<file path="src/rtl/display_scan_ctrl.sv">
// Time-multiplexed 4-digit seven-segment scan controller with frame-synchronous shadow update.
// Optional build macro LEADING_ZERO_SUPPRESS_EN darkens leading zero digits 3..1.
module display_scan_ctrl #(
  parameter int PRESCALE  = 50000,
  parameter int BLANK_CYC = 16
) (
  input  logic        Clk,
  input  logic        Reset,
  input  logic        En,
  input  logic        Load,
  input  logic [15:0] Value,
  input  logic [3:0]  DpIn,
  input  logic [3:0]  BlankMask,
  output logic [3:0]  An,
  output logic [6:0]  Seg,
  output logic        Dp,
  output logic        FrameDone,
  output logic        LoadAck
);

  localparam int MAX_CNT = (PRESCALE > BLANK_CYC) ? PRESCALE : BLANK_CYC;
  localparam int CW      = (MAX_CNT < 2) ? 1 : $clog2(MAX_CNT + 1);
  localparam logic [CW-1:0] LIT_LAST = CW'(PRESCALE - 1);
  localparam logic [CW-1:0] GAP_LAST = CW'((BLANK_CYC > 0) ? BLANK_CYC - 1 : 0);
  localparam bit HAS_GAP = (BLANK_CYC > 0);

  typedef enum logic [1:0] {IDLE, LIT, GAP} state_t;

  state_t          state_q, state_d;
  logic [1:0]      idx_q, idx_d;
  logic [CW-1:0]   cnt_q, cnt_d;
  logic            pend_q, pend_d;
  logic [15:0]     pend_value_q, pend_value_d;
  logic [3:0]      pend_dp_q, pend_dp_d;
  logic [3:0]      pend_mask_q, pend_mask_d;
  logic [15:0]     shadow_value_q, shadow_value_d;
  logic [3:0]      shadow_dp_q, shadow_dp_d;
  logic [3:0]      shadow_mask_q, shadow_mask_d;
  logic [3:0]      an_q, an_d;
  logic [6:0]      seg_q, seg_d;
  logic            dp_q, dp_d;
  logic            load_ack_q, load_ack_d;

  logic            frame_end;
  logic            apply;
  logic [3:0]      digit;
  logic [3:0]      lz;

  function automatic logic [6:0] hex_to_seg(input logic [3:0] d);
    case (d)
      4'h0: hex_to_seg = 7'h40;
      4'h1: hex_to_seg = 7'h79;
      4'h2: hex_to_seg = 7'h24;
      4'h3: hex_to_seg = 7'h30;
      4'h4: hex_to_seg = 7'h19;
      4'h5: hex_to_seg = 7'h12;
      4'h6: hex_to_seg = 7'h02;
      4'h7: hex_to_seg = 7'h78;
      4'h8: hex_to_seg = 7'h00;
      4'h9: hex_to_seg = 7'h10;
      4'hA: hex_to_seg = 7'h08;
      4'hB: hex_to_seg = 7'h03;
      4'hC: hex_to_seg = 7'h46;
      4'hD: hex_to_seg = 7'h21;
      4'hE: hex_to_seg = 7'h06;
      default: hex_to_seg = 7'h0E;
    endcase
  endfunction

  // Frame ends on the last cycle of digit 3's gap, or its lit slot when there is no gap.
  always_comb begin
    frame_end = 1'b0;
    if (idx_q == 2'd3) begin
      if (HAS_GAP) frame_end = (state_q == GAP) && (cnt_q == GAP_LAST);
      else         frame_end = (state_q == LIT) && (cnt_q == LIT_LAST);
    end
    apply = pend_q && ((state_q == IDLE) || frame_end);
  end

  always_comb begin
    state_d = state_q;
    idx_d   = idx_q;
    cnt_d   = cnt_q;
    if (!En) begin
      state_d = IDLE;
      idx_d   = 2'd0;
      cnt_d   = '0;
    end else begin
      case (state_q)
        IDLE: begin
          state_d = LIT;
          idx_d   = 2'd0;
          cnt_d   = '0;
        end
        LIT: begin
          if (cnt_q == LIT_LAST) begin
            cnt_d = '0;
            if (HAS_GAP) state_d = GAP;
            else         idx_d   = idx_q + 2'd1;
          end else begin
            cnt_d = cnt_q + CW'(1);
          end
        end
        GAP: begin
          if (cnt_q == GAP_LAST) begin
            cnt_d   = '0;
            state_d = LIT;
            idx_d   = idx_q + 2'd1;
          end else begin
            cnt_d = cnt_q + CW'(1);
          end
        end
        default: begin
          state_d = IDLE;
          idx_d   = 2'd0;
          cnt_d   = '0;
        end
      endcase
    end
  end

  // A Load on the apply edge stays pending; the older pending data is what gets applied.
  always_comb begin
    pend_d         = pend_q;
    pend_value_d   = pend_value_q;
    pend_dp_d      = pend_dp_q;
    pend_mask_d    = pend_mask_q;
    shadow_value_d = shadow_value_q;
    shadow_dp_d    = shadow_dp_q;
    shadow_mask_d  = shadow_mask_q;
    load_ack_d     = 1'b0;
    if (apply) begin
      shadow_value_d = pend_value_q;
      shadow_dp_d    = pend_dp_q;
      shadow_mask_d  = pend_mask_q;
      load_ack_d     = 1'b1;
      pend_d         = 1'b0;
    end
    if (Load) begin
      pend_d       = 1'b1;
      pend_value_d = Value;
      pend_dp_d    = DpIn;
      pend_mask_d  = BlankMask;
    end
  end

  always_comb begin
    lz = 4'b0000;
`ifdef LEADING_ZERO_SUPPRESS_EN
    lz[3] = (shadow_value_d[15:12] == 4'h0);
    lz[2] = lz[3] && (shadow_value_d[11:8] == 4'h0);
    lz[1] = lz[2] && (shadow_value_d[7:4] == 4'h0);
`else
    lz = 4'b0000;
`endif
    digit = shadow_value_d[{idx_d, 2'b00} +: 4];
    an_d  = 4'b1111;
    seg_d = 7'h7F;
    dp_d  = 1'b1;
    if ((state_d == LIT) && !shadow_mask_d[idx_d] && !lz[idx_d]) begin
      an_d  = ~(4'b0001 << idx_d);
      seg_d = hex_to_seg(digit);
      dp_d  = ~shadow_dp_d[idx_d];
    end
  end

  always_ff @(posedge Clk or posedge Reset) begin
    if (Reset) begin
      state_q        <= IDLE;
      idx_q          <= 2'd0;
      cnt_q          <= '0;
      pend_q         <= 1'b0;
      pend_value_q   <= 16'h0000;
      pend_dp_q      <= 4'h0;
      pend_mask_q    <= 4'h0;
      shadow_value_q <= 16'h0000;
      shadow_dp_q    <= 4'h0;
      shadow_mask_q  <= 4'h0;
      an_q           <= 4'b1111;
      seg_q          <= 7'h7F;
      dp_q           <= 1'b1;
      load_ack_q     <= 1'b0;
    end else begin
      state_q        <= state_d;
      idx_q          <= idx_d;
      cnt_q          <= cnt_d;
      pend_q         <= pend_d;
      pend_value_q   <= pend_value_d;
      pend_dp_q      <= pend_dp_d;
      pend_mask_q    <= pend_mask_d;
      shadow_value_q <= shadow_value_d;
      shadow_dp_q    <= shadow_dp_d;
      shadow_mask_q  <= shadow_mask_d;
      an_q           <= an_d;
      seg_q          <= seg_d;
      dp_q           <= dp_d;
      load_ack_q     <= load_ack_d;
    end
  end

  assign An        = an_q;
  assign Seg       = seg_q;
  assign Dp        = dp_q;
  assign FrameDone = frame_end;
  assign LoadAck   = load_ack_q;

endmodule

</file>
<file path="config.mk">
export PLATFORM = sky130hd
export DESIGN_NAME = display_scan_ctrl
export DESIGN_NICKNAME = d
export VERILOG_FILES = /design/src/rtl/display_scan_ctrl.sv
export SDC_FILE = /design/constraint.sdc
export NUM_CORES = 1
export LEC_CHECK = 0
export CAP_MARGIN = 0
export CORE_UTILIZATION = 25
export CTS_CLUSTER_DIAMETER = 100
export DETAILED_ROUTE_END_ITERATION = 10
export PLACE_DENSITY = 0.46
export SLEW_MARGIN = 25
export SYNTH_ARGS = -nofsm -noshare
export SYNTH_HDL_FRONTEND = slang
export SYNTH_SLANG_ARGS = --single-unit
</file>
<file path="constraint.sdc">
create_clock -name Clk -period 4.6 [get_ports Clk]
set_clock_uncertainty 0.1 [all_clocks]
set_input_delay 1.38 -clock Clk [delete_from_list [all_inputs] [get_ports Clk]]
set_output_delay 1.38 -clock Clk [all_outputs]
set_load 0.05 [all_outputs]
</file>
==> impl_metrics.toml <==
[run_status]
outcome = "finished clean"

[placed_design]
port_buffers = 41
placed_area_mm2 = 0.00464
dp_hpwl_mm = 6.17
gp_congestion = 0.846
dp_cells = 587
place_ws_ns = 0.280

[setup_path]
path_max_fanout = 7
critPathLaunchType = "flop"
critPathBufInv = 1
cp.depth = 5
crit_path_max_incr_delay_ns = 0.81
reg2reg_from = "cnt_q[8]"
startpoint = "cnt_q[8]"
crit_family = "simple AND/OR/NAND/NOR gates"
crit_arrival_ns = 2.96
required_ns = 3.12
worstSetupEndpointType = "output port"
path_class = "reg2out"
reg2reg_depth = 11
crit_chain = "or4_4 -> or2_0 -> nor2_1 -> and3_1 -> clkdlybuf4s50_1"
slowest_stage = "clkdlybuf4s50_1"

[sta]
hold_ws_ns = 0.348
fmax_mhz = 225
tightestPinTransition_ns = 0.672
setup_viol = 0
hold_viol = 0
setup-tns-final_ns = 0
rsz0062_at_grt = "false"
final.setup.worst_slack_ns = 0.164
timing.final.crit_share_pct = 96.4
fin_crit_ns = 4.44
slew_viol_final = 0
slew_headroom_pct = 55.1

[pwr]
power.net_switching_mw = 0.564
power_density_mw_per_mm2 = 407
seqPwrFrac_pct = 42.9
power_switching_share_pct = 28.1
ir_worst_vdd_v = 0.000182
internal_power_mw = 1.44
clockPowerShare_pct = 34.5
power_frac_comb_pct = 22.5
p_leak_nw = 2.06

[global_routing]
grt_pass1_wl_mm = 14.5
antenna_found_initial = 0
grt_pass1_vias = 2775
grtUsageTotal_pct = 11.5
globalRoute.totalOverflow = 0
grt_max_degree = 46

[cts]
postCtsSetupRepairBufs = 0
numCtsBuffers = 9
clk_path_buf_depth = 2
hold_buffers = 0
cts.sinks = 82
cts-htree-levels = 3
cts_resized = 0
root_buffer = "clkbuf_16"
clk_pin_slew_ns = 0.06
cts_tree = "done"
clk_latency_ns = 0.34

[detailed_routing]
wl_mm = 8.62
antenna_left = 0
vias = 2710
met1_length_mm = 4.25
wire_per_inst_um = 14.3
first_pass_iters = 4
highest_layer = "met4"
drt_iter0_markers = 107
met3_length_um = 353
drc = 0
via_per_inst = 4.49
dr_wl_met2_mm = 3.83

[synth]
synth.largest_area_cell = "dfrtp_1"
syn_inst = 344
netlist-cell-type-count = 62
synth.top_cell.area_share_pct = 43.8
syn_nets = 384
synth_flop_cell = "dfrtp_1"
synth.area.top_cells = "dfrtp_1, mux2_2, dfstp_2"
async_flop_share_pct = 100
syn_avg_cell_area_um2 = 11.6
synth_edf_count = 0
yosysWarnings = 0
ys_seq_area_share_pct = 51.7
syn_area_mm2 = 0.00400
ys_ff_latch = 82

[worst_hold_path]
hold_start = "cnt_q[0]"
hold_path.class = "reg2reg"
min_path_cells = 1

[layout]
syn2layout_area_growth_pct = 23.3
fin_nets = 427
nFillCells = 1593
antenna_cells = 0
layout_commonest_cell = "dfrtp_1"
final_cell_count_no_fill = 603
final_area_mm2 = 0.00493
mostFrequentLayoutCells = "dfrtp_1, clkdlybuf4s50_1, mux2_2"
drive_gt1_share_pct = 21.7

[die]
row_count = 45
ios = 42
die_w_um = 128
die_h_um = 128
core_region_area_mm2 = 0.0154
die_area_mm2 = 0.0165
start_util_pct = 25.9

[run]
maxCapViolations = 0
## per-stage QoR
stage	total power, mW	util, %
after floorplan	1.20	-
after global placement	1.32	30.1
after detailed placement	1.33	30.1
after CTS	2.04	31.9
after global routing	2.12	31.9
final	2.00	31.9
## sequential cells by signal, indices dropped and copies added, names as in the netlist
| name | count |
|---|---|
| LoadAck | 1 |
| pend_mask_q | 4 |
| shadow_dp_q | 4 |
| shadow_value_q | 16 |
| state_q | 2 |
| Seg | 7 |
| pend_value_q | 16 |
| pend_q | 1 |
| idx_q | 2 |
| Dp | 1 |
| shadow_mask_q | 4 |
| An | 4 |
| pend_dp_q | 4 |
| cnt_q | 16 |
## final cells by class
class                           instances  area, µm²  area share [%]
Clock buffer                           11        233            4.72
Clock inverter                          5       55.1            1.12
Inverter                               15       57.6            1.17
Multi-Input combinational cell        234       1800            36.5
Sequential cell                        82       2070            41.9
Tap cell                              211        264            5.36
Timing Repair Buffer                   45        453            9.19
## metal layers
layer  global-route usage [%]  vias to the layer above
li1                         -                     1315
met5                        0                        -
met1                     15.4                     1322
met4                     6.02                        0
met3                     2.99                       15
met2                     17.1                       58
## cell usage after synthesis (2+ instances only)
library cell and count:
clkbuf_1 6, mux2_4 4, nor3b_1 2, o31ai_1 5, a21o_1 2, buf_2 2
nand2_1 24, mux2_2 39, ha_1 12, and3_1 8, nand3_1 18, xor2_1 8
nor4_1 2, nand4_1 3, inv_1 14, buf_6 3, dfstp_2 12, nor3_1 6
xnor2_1 6, buf_1 2, and2_1 3, o22ai_1 2, dfrtp_1 70, a221o_1 2
or3_1 2, o211ai_1 2, o21ai_0 8, a22oi_1 3, a21oi_1 3, nor2_1 30
mux2i_1 8, a31oi_1 3
## path summary, 6_finish.rpt
kind | end | slack, ns
worst max register to register | Seg[3] | 0.73
min in group asynchronous | pend_q | 1.34
worst min register to register | cnt_q[0] | 0.35
max in group asynchronous | Seg[3] | 2.34
worst max-delay path | FrameDone | 0.16
worst min-delay path | cnt_q[0] | 0.35
## kinds of logic (layout without fill, tap and decap cells)
family / Yosys count / in the layout / synth area share [%]
adder cells (fa/ha/maj): 12 / 12 / 3.76
AO/OA/AOI/OAI: 48 / 48 / 9.96
multiplexers: 52 / 52 / 14.8
flip-flops: 82 / 82 / 51.7
buffers and inverters: 28 / 76 / 3.26
AND/OR/NAND/NOR: 108 / 108 / 13.5
XOR/XNOR: 14 / 14 / 3.07
## power groups by stage
stage	sequential (mW)	combinational [mW]	clock, mW
finish	0.861	0.452	0.692
global route	0.872	0.493	0.755
CTS	0.862	0.455	0.724
detailed placement	0.875	0.453	0
global placement	0.871	0.453	0
floorplan	0.921	0.280	0
(Power assumes the default switching activity.)
